`config.mk`:
```
export PLATFORM = sky130hd
export DESIGN_NAME = pcm_mic_capture_seq_flat
export DESIGN_NICKNAME = d
export VERILOG_FILES = /design/src/rtl/pcm_mic_capture_seq_if.sv /design/src/rtl/pcm_mic_capture_seq.sv /design/src/flat_wrapper.sv
export SDC_FILE = /design/constraint.sdc
export NUM_CORES = 1
export LEC_CHECK = 0
export ABC_CLOCK_PERIOD_IN_PS = 2200
export BUFFER_PORTS_ARGS = -buffer_cell sky130_fd_sc_hd__buf_2
export CORE_ASPECT_RATIO = 0.5
export CORE_MARGIN = 2
export CORE_UTILIZATION = 45
export CTS_CLUSTER_SIZE = 24
export DETAILED_ROUTE_END_ITERATION = 6
export HOLD_SLACK_MARGIN = 0.05
export PLACE_DENSITY = 0.71
export SYNTH_ARGS = -nofsm -noshare
export SYNTH_HDL_FRONTEND = slang
export SYNTH_SLANG_ARGS = --single-unit
```
`constraint.sdc`:
```
create_clock -name clk -period 2.2 [get_ports clk]
set_clock_uncertainty 0.05 [all_clocks]
set_input_delay 0.11 -clock clk [delete_from_list [all_inputs] [get_ports clk]]
set_output_delay 0.11 -clock clk [all_outputs]
set_load 0.01 [all_outputs]
```
`src/rtl/pcm_mic_capture_seq_if.sv`:
```
// Captured-sample stream between the PCM microphone sequencer and its consumer.
// The producer drives the word, its slot index and valid; the consumer drives ready.
interface pcm_mic_capture_seq_if #(
    parameter int unsigned DATA_BITS = 18
) ();
    logic [DATA_BITS-1:0] data_out;
    logic                 ch_out;
    logic                 valid;
    logic                 ready;

    modport master (output data_out, output ch_out, output valid, input ready);
    modport slave  (input data_out, input ch_out, input valid, output ready);
endinterface

```
`src/rtl/pcm_mic_capture_seq.sv`:
```
// I2S-style microphone capture sequencer: generates BCLK/WS, deserialises SD_IN MSB first
// and presents each captured slot word on a valid/ready stream with frame-end flagging.
module pcm_mic_capture_seq #(
    parameter int unsigned DATA_BITS = 18,
    parameter int unsigned SLOT_BITS = 32,
    parameter int unsigned CHANNELS  = 1,
    parameter int unsigned CLK_DIV   = 4
) (
    input  logic                  clk,
    input  logic                  rst_n,
    input  logic                  enable,
    input  logic                  continuous,
    input  logic                  sd_in,
    output logic                  bclk,
    output logic                  ws,
    output logic                  en_bclk,
    output logic                  reset_int,
    output logic                  overrun,
    output logic                  done,
    pcm_mic_capture_seq_if.master cap
);
    localparam int unsigned DivW = (CLK_DIV > 1) ? $clog2(CLK_DIV) : 1;
    localparam int unsigned CntW = (SLOT_BITS > 1) ? $clog2(SLOT_BITS) : 1;
    localparam logic [DivW-1:0] DivLast = DivW'(CLK_DIV - 1);
    localparam logic [CntW-1:0] BitLast = CntW'(SLOT_BITS - 1);
    localparam logic [CntW-1:0] CapBit  = CntW'(DATA_BITS - 1);

    typedef enum logic [1:0] {StIdle, StClear, StRun} state_e;

    state_e               state_q, state_d;
    logic [DivW-1:0]      div_q, div_d;
    logic [CntW-1:0]      bit_q, bit_d;
    logic                 slot_q, slot_d;
    logic [DATA_BITS-1:0] shift_q, shift_d, shift_nx;
    logic [DATA_BITS-1:0] data_q, data_d;
    logic                 ch_q, ch_d;
    logic                 valid_q, valid_d;
    logic                 bclk_q, bclk_d;
    logic                 ws_q, ws_d;
    logic                 en_q, en_d;
    logic                 rint_q, rint_d;
    logic                 ovr_q, ovr_d;
    logic                 done_q, done_d;
    logic                 wrap, rise, fall;

    // Only the newest DATA_BITS bits survive, so the register needs no per-slot clear.
    assign shift_nx = (shift_q << 1) | DATA_BITS'(sd_in);
    assign wrap     = (div_q == DivLast);

    always_comb begin
        state_d = state_q;
        div_d   = div_q;
        bit_d   = bit_q;
        slot_d  = slot_q;
        shift_d = shift_q;
        data_d  = data_q;
        ch_d    = ch_q;
        valid_d = valid_q;
        bclk_d  = bclk_q;
        ws_d    = ws_q;
        en_d    = en_q;
        rint_d  = 1'b0;
        ovr_d   = 1'b0;
        done_d  = 1'b0;
        rise    = 1'b0;
        fall    = 1'b0;

        if (valid_q && cap.ready) valid_d = 1'b0;

        unique case (state_q)
            StIdle: begin
                en_d   = 1'b0;
                bclk_d = 1'b0;
                ws_d   = 1'b0;
                if (enable) begin
                    state_d = StClear;
                    rint_d  = 1'b1;
                end
            end
            StClear: begin
                div_d   = '0;
                bit_d   = '0;
                slot_d  = 1'b0;
                shift_d = '0;
                en_d    = 1'b1;
                state_d = StRun;
            end
            StRun: begin
                rise  = wrap && !bclk_q;
                fall  = wrap && bclk_q;
                div_d = wrap ? '0 : div_q + DivW'(1);
                if (wrap) bclk_d = !bclk_q;
                // WS follows the slot counter on the falling edge ahead of bit 0.
                if (fall) ws_d = slot_q;
                if (rise) begin
                    shift_d = shift_nx;
                    bit_d   = (bit_q == BitLast) ? '0 : bit_q + CntW'(1);
                    if (bit_q == BitLast) slot_d = !slot_q;
                    if (bit_q == CapBit && (!slot_q || CHANNELS == 2)) begin
                        data_d  = shift_nx;
                        ch_d    = slot_q;
                        valid_d = 1'b1;
                        ovr_d   = valid_q && !cap.ready;
                    end
                    if (bit_q == BitLast && slot_q) begin
                        done_d = 1'b1;
                        if (!continuous) state_d = StIdle;
                    end
                end
            end
            default: state_d = StIdle;
        endcase
    end

    always_ff @(posedge clk or negedge rst_n) begin
        if (!rst_n) begin
            state_q <= StIdle;
            div_q   <= '0;
            bit_q   <= '0;
            slot_q  <= 1'b0;
            shift_q <= '0;
            data_q  <= '0;
            ch_q    <= 1'b0;
            valid_q <= 1'b0;
            bclk_q  <= 1'b0;
            ws_q    <= 1'b0;
            en_q    <= 1'b0;
            rint_q  <= 1'b0;
            ovr_q   <= 1'b0;
            done_q  <= 1'b0;
        end else begin
            state_q <= state_d;
            div_q   <= div_d;
            bit_q   <= bit_d;
            slot_q  <= slot_d;
            shift_q <= shift_d;
            data_q  <= data_d;
            ch_q    <= ch_d;
            valid_q <= valid_d;
            bclk_q  <= bclk_d;
            ws_q    <= ws_d;
            en_q    <= en_d;
            rint_q  <= rint_d;
            ovr_q   <= ovr_d;
            done_q  <= done_d;
        end
    end

    assign bclk         = bclk_q;
    assign ws           = ws_q;
    assign en_bclk      = en_q;
    assign reset_int    = rint_q;
    assign overrun      = ovr_q;
    assign done         = done_q;
    assign cap.data_out = data_q;
    assign cap.ch_out   = ch_q;
    assign cap.valid    = valid_q;
endmodule

```
`src/flat_wrapper.sv`:
```
// flat-port wrapper written by rule: the top's interface ports become plain ports
module pcm_mic_capture_seq_flat 
#(
    parameter int unsigned DATA_BITS = 18,
    parameter int unsigned SLOT_BITS = 32,
    parameter int unsigned CHANNELS  = 1,
    parameter int unsigned CLK_DIV   = 4
)
  (clk, rst_n, enable, continuous, sd_in, bclk, ws, en_bclk, reset_int, overrun, done, cap_data_out, cap_ch_out, cap_valid, cap_ready);
  pcm_mic_capture_seq_if #(.DATA_BITS(DATA_BITS)) cap_i ();
  input  logic clk;
  input  logic rst_n;
  input  logic enable;
  input  logic continuous;
  input  logic sd_in;
  output logic bclk;
  output logic ws;
  output logic en_bclk;
  output logic reset_int;
  output logic overrun;
  output logic done;
  output wire logic [$bits(cap_i.data_out)-1:0] cap_data_out;
  output wire logic [$bits(cap_i.ch_out)-1:0] cap_ch_out;
  output wire logic [$bits(cap_i.valid)-1:0] cap_valid;
  input wire logic [$bits(cap_i.ready)-1:0] cap_ready;
  assign cap_data_out = cap_i.data_out;
  assign cap_ch_out = cap_i.ch_out;
  assign cap_valid = cap_i.valid;
  assign cap_i.ready = cap_ready;
  pcm_mic_capture_seq #(.DATA_BITS(DATA_BITS), .SLOT_BITS(SLOT_BITS), .CHANNELS(CHANNELS), .CLK_DIV(CLK_DIV)) u_core (.clk(clk), .rst_n(rst_n), .enable(enable), .continuous(continuous), .sd_in(sd_in), .bclk(bclk), .ws(ws), .en_bclk(en_bclk), .reset_int(reset_int), .overrun(overrun), .done(done), .cap(cap_i));
endmodule
```
# Yosys cells after proc, flatten, opt, wreduce, memory -nomap -nowiden
# Index checks and enable logic that the tools add are counted.
# W data, S select, Z words.
[totals]
register_bits = 53
inputBits = 6
elab_cells = 80
output_inout_bits = 26
[classes]
addsub = 2
eq_ne = 12
n_bitwise = 1
reduce_logical = 19
n_mux = 32
[op_table]
columns = ["operator", "n"]
rows = [
  ["$pmux W17 S2", 1],
  ["$or A18 B1 Y18", 1],
  ["$mux W17", 1],
  ["$mux W1", 16],
  ["$eq A5 B5 Y1 const B", 2],
  ["$mux W2", 5],
  ["$mux W5", 2],
  ["$ne A2 B1 Y1 const B", 5],
  ["$pmux W5 S2", 1],
  ["$pmux W1 S2", 4],
  ["$logic_and A1 B1 Y1", 6],
  ["$pmux W2 S3", 1],
  ["$reduce_and A2 Y1", 3],
  ["$reduce_and A3 Y1", 2],
  ["$reduce_bool A2 Y1", 3],
  ["$add A5 B1 Y5 const B", 1],
  ["$eq A2 B2 Y1 const B", 2],
  ["$ne A2 B2 Y1 const B", 2],
  ["$pmux W2 S2", 1],
  ["$reduce_and A4 Y1", 1],
  ["$logic_not A1 Y1", 3],
  ["$add A2 B1 Y2 const B", 1],
  ["$eq A2 B1 Y1 const B", 1],
  ["$logic_not A2 Y1", 1],
]

# Depth between registers and ports, before layout
[depth]
depth_word = 5
depth_mapped = 7
ltp_nobuf = 6

# Least setup slack after synthesis
# OpenSTA, ideal clock, no wires.
[synth_path]
path_type = "register to register"
startpoint = "register u_core.bit_q[0]"
endpoint = "register u_core.state_q[0]"
path_buffers = 0
setup_slack_ps = 260
stages_incl_launch_ff = 7
arrival_time_ps = 1765
path_cell_list = "dfrtp_1 -> ha_1 -> and3_1 -> ha_1 -> and4b_2 -> o221a_2 -> mux2_2"
[synth_between]
elab_chain_len = 4
[synth_lines]
columns = ["element", "line_no", "source"]
rows = [
  ["from (decl)", "pcm_mic_capture_seq.sv:32", "logic [CntW-1:0] bit_q, bit_d;"],
  ["from (signal assigned)", "pcm_mic_capture_seq.sv:134", "bit_q <= bit_d;"],
  ["$eq A5 B5 Y1", "pcm_mic_capture_seq.sv:105", "if (bit_q == BitLast && slot_q) begin"],
  ["$logic_and A1 B1 Y1", "pcm_mic_capture_seq.sv:105", ""],
  ["$ne A2 B1 Y1 (no source line)", "--", ""],
  ["$reduce_and A4 Y1 (no source line)", "--", ""],
  ["to (signal assigned)", "pcm_mic_capture_seq.sv:117", "state_q <= StIdle;"],
  ["to (signal assigned)", "pcm_mic_capture_seq.sv:132", "state_q <= state_d;"],
  ["to (decl)", "pcm_mic_capture_seq.sv:30", "state_e state_q, state_d;"],
]
# No other way between the ends.
# A chain may end at the register's enable or synchronous reset.

# Final worst setup path
# Ends and elaborated chain as after synthesis.

==> results.md <==
* Status: completed
* P_sw at between 0.6 and 0.7 mW
* First-pass GRT wire length at between 6000 and 7000 um
* CP arrival at approximately 2.1 ns
* Max Buffers Root-to-Sink at 2
* Syn-to-layout area delta at 18.38%
* Die Ht at between 50 and 60 um
* Crit Reg-Reg Endpoint: u_core.state_q[0]
* Period utilization at 89.62%
* Ys async rst share at 100.0%
* Int Pwr at 1.433 mW
* Final Hold Fails at 0
* Setup slack, reg-to-reg at between 0.2 and 0.25 ns
* Die ar. at around 5500 sq um
* Crit path required time at approximately 2.3 ns
* Slew Limit Fails at 0
* Core box area at between 4000 and 5000 sq um
* GRT Overall Usage at approximately 16%
* Sequential fraction of the synthesis area at about three fifths
* Seq pwr share at between 50% and 60%
* Worst Setup SP: u_core.bit_q[0]
* CTS HTree Levels at 2
* Clk pwr share at around a quarter
* Cell variety after synth at 36
* Mapped Area at about 2200 sq um
* Die width at 103.0 um
* Sw frac at a little under a third
* Critical Path End Type: flip-flop
* CP Max Fanout at 5
* # clock sinks at 53
* 1st-pass router iterations at 4
* Yosys Warn Count at 0
* CTS root buf: clkbuf_8
* Nets at 215
* DR DRC count at 0
* Initial core utilization at roughly half
* Critical path class: flip-flop to flip-flop
* Syn Area/Cell at about 14 sq um
* I/O pin total at 32
* Main synth FF type: dfrtp_1
* Comb power frac at a little over a fifth
* Total number of vias at between 1000 and 1500
* RSZ-0062 raised after global routing: false
* Worst Hold Depth at 4
* DP HPWL at 2675 um
* Post_cts resized at 0
* DR iter-0 viols at 20
* Crit path launch type: flip-flop
* Vias in the first global route at 1343
* Total Routed Length at between 3000 and 4000 um
* RR Startpoint: u_core.bit_q[0]
* Pleak at between 1 and 1.5 nW
* Layout Utilization at a little under three fifths
* CTS Hold Bufs at 4
* Max Cap Viol at 0
* Rel. slew slack at 58.65%
* Largest net degree at the start of global routing at 29
* Cells after synthesis at approximately 160
* CTS tree: built
* R2R depth at 6
* Std cell rows at 17
* Hold Path Sink: u_core.state_q[1]
* Clk slew on worst S/H paths at 0.09 ns
* GP Congestion at roughly 0.84
* Final-report setup violation count at 0
* Post-CTS Setup Bufs at 0
* Worst IR Drop VDD at roughly 0.54 mV
* Syn_nets at about 170
* Post-layout minimum cycle time at about 2 ns
* Layout cells sized above 1 at 35.64%
* Antenna diodes at 0
* Synthesized flop and latch total at 53
* Hold Path Origin: continuous
* WL/cell at around 14 um
* Max Freq at between 500 and 600 MHz
* Worst-margin pin slew at 0.6203 ns
* Pwr dens at 784.1 nW/um^2
* Total grt overflow at 0
* Worst-skew pair later-pin latency at between 0.3 and 0.4 ns
* Mean number of vias per cell at 5.228
* Antenna viol nets, final at 0
* Total CTS buffers at 5
* Setup TNS at 0 ns
* Post-synth EDFFs at 0
* Hold Path Class: input port to flip-flop
* Antenna violations before repair at 0
* IO buf count at 31
[metal layers]
layer	global-route usage (%)	wire, um
met1	21.50	1922
met5	0	0
met2	23.92	1703
met4	6.579	24
met3	3.567	147
[synthesized netlist by cell type, types with 2 or more instances]
master / instances / area (sq um)
nand2_1: 3 / 11.26
a21o_1: 2 / 15.01
ha_1: 8 / 100.1
and3_1: 2 / 12.51
a22o_1: 18 / 157.7
dfrtp_1: 53 / 1326
nand2b_1: 2 / 12.51
inv_1: 8 / 30.03
mux2_2: 20 / 225.2
clkbuf_1: 2 / 7.510
buf_2: 3 / 15.01
nand3_1: 6 / 30.03
o21ai_0: 5 / 25.02
nor4b_1: 2 / 17.52
a21oi_1: 3 / 15.01
[power groups by stage]
stage	combinational (mW)	sequential, mW	clock, mW
floorplan	0.303	1.09	0
global placement	0.429	1.08	0
detailed placement	0.443	1.08	0
CTS	0.449	1.07	0.557
global route	0.494	1.07	0.606
finish	0.443	1.07	0.540
[critical path, cell delays in order (launching register included)]
cell     delay (ns)
dfrtp_1        0.44
ha_1           0.24
and3_1         0.19
ha_1           0.19
and4b_2        0.24
o221a_2        0.26
mux2_2         0.27
[area by class of cell]
type                            instances  area, sq um
Multi-Input combinational cell         91        812.0
Sequential cell                        53         1326
Clock inverter                          2        15.01
Fill cell                             404         1941
Clock buffer                            6        72.57
Tap cell                               66        82.58
Timing Repair Buffer                   42        272.8
Inverter                                8        30.03
[registers in the layout, summed over array words and instances, names as in the netlist, 2 cells and up]
register,cells
u_core.bit_q,5
u_core.cap.data_out,18
u_core.state_q,2
u_core.shift_q,17
u_core.div_q,2
[metrics by stage]
stage / worst slack (ns) / power, mW / area, sq um / hold slack [ns] / instances
detailed placement: 0.2415 / 1.526 / 2484 / 0.1173 / 256
global route: 0.1542 / 2.174 / 2611 / 0.2837 / 268
CTS: 0.2258 / 2.071 / 2611 / 0.2408 / 268
finish: 0.2284 / 2.048 / 2611 / 0.2528 / 268
floorplan: 0.2600 / 1.391 / 2206 / -0.2356 / 158
global placement: 0.2853 / 1.511 / 2484 / 0.1031 / 256
[kinds of logic (layout without fill, tap and decap cells)]
| logic type | count (synthesis) | after routing | synth area share (%) |
|---|---|---|---|
| AO/OA/AOI/OAI | 33 | 33 | 11.74 |
| flip-flops | 53 | 53 | 60.12 |
| adder cells (fa/ha/maj) | 8 | 8 | 4.538 |
| buffers and inverters | 14 | 58 | 3.063 |
| XOR/XNOR | 1 | 1 | 0.3971 |
| AND/OR/NAND/NOR | 28 | 28 | 9.473 |
| multiplexers | 21 | 21 | 10.66 |
[how the worst max path moves through the flow]
| stage | slack (ns) | end | depth (start not counted) |
|---|---|---|---|
| 2_1_floorplan | 0.26 | u_core.state_q[0] | 6 |
| 3_3_place_gp | 0.29 | u_core.state_q[0] | 6 |
| 3_5_place_dp | 0.24 | u_core.state_q[0] | 6 |
| 4_1_cts | 0.23 | u_core.state_q[0] | 6 |
| 5_1_grt | 0.15 | u_core.state_q[1] | 6 |
| 6_report | 0.23 | u_core.state_q[0] | 6 |
[cell usage in the layout (no fill, tap or decap), drive strengths merged]
cell type,n
ha,8
nand2b,2
o221a,1
or4,1
nand3b,2
inv,8
and4b,1
and3,2
a21oi,3
a22o,18
a31o,1
o2bb2ai,1
nand4bb,1
mux2,20
dlygate4sd3,4
and2b,1
and2,1
dfrtp,53
clkinvlp,2
and3b,2
a21o,2
nor3,2
a32oi,1
nor4b,2
nand4b,1
o21ai,5
o221ai,1
nand2,3
nand3,6
buf,38
clkbuf,6
mux2i,1
xnor2,1
nor2,1
Note: power is estimated with default switching activity, not from simulation.
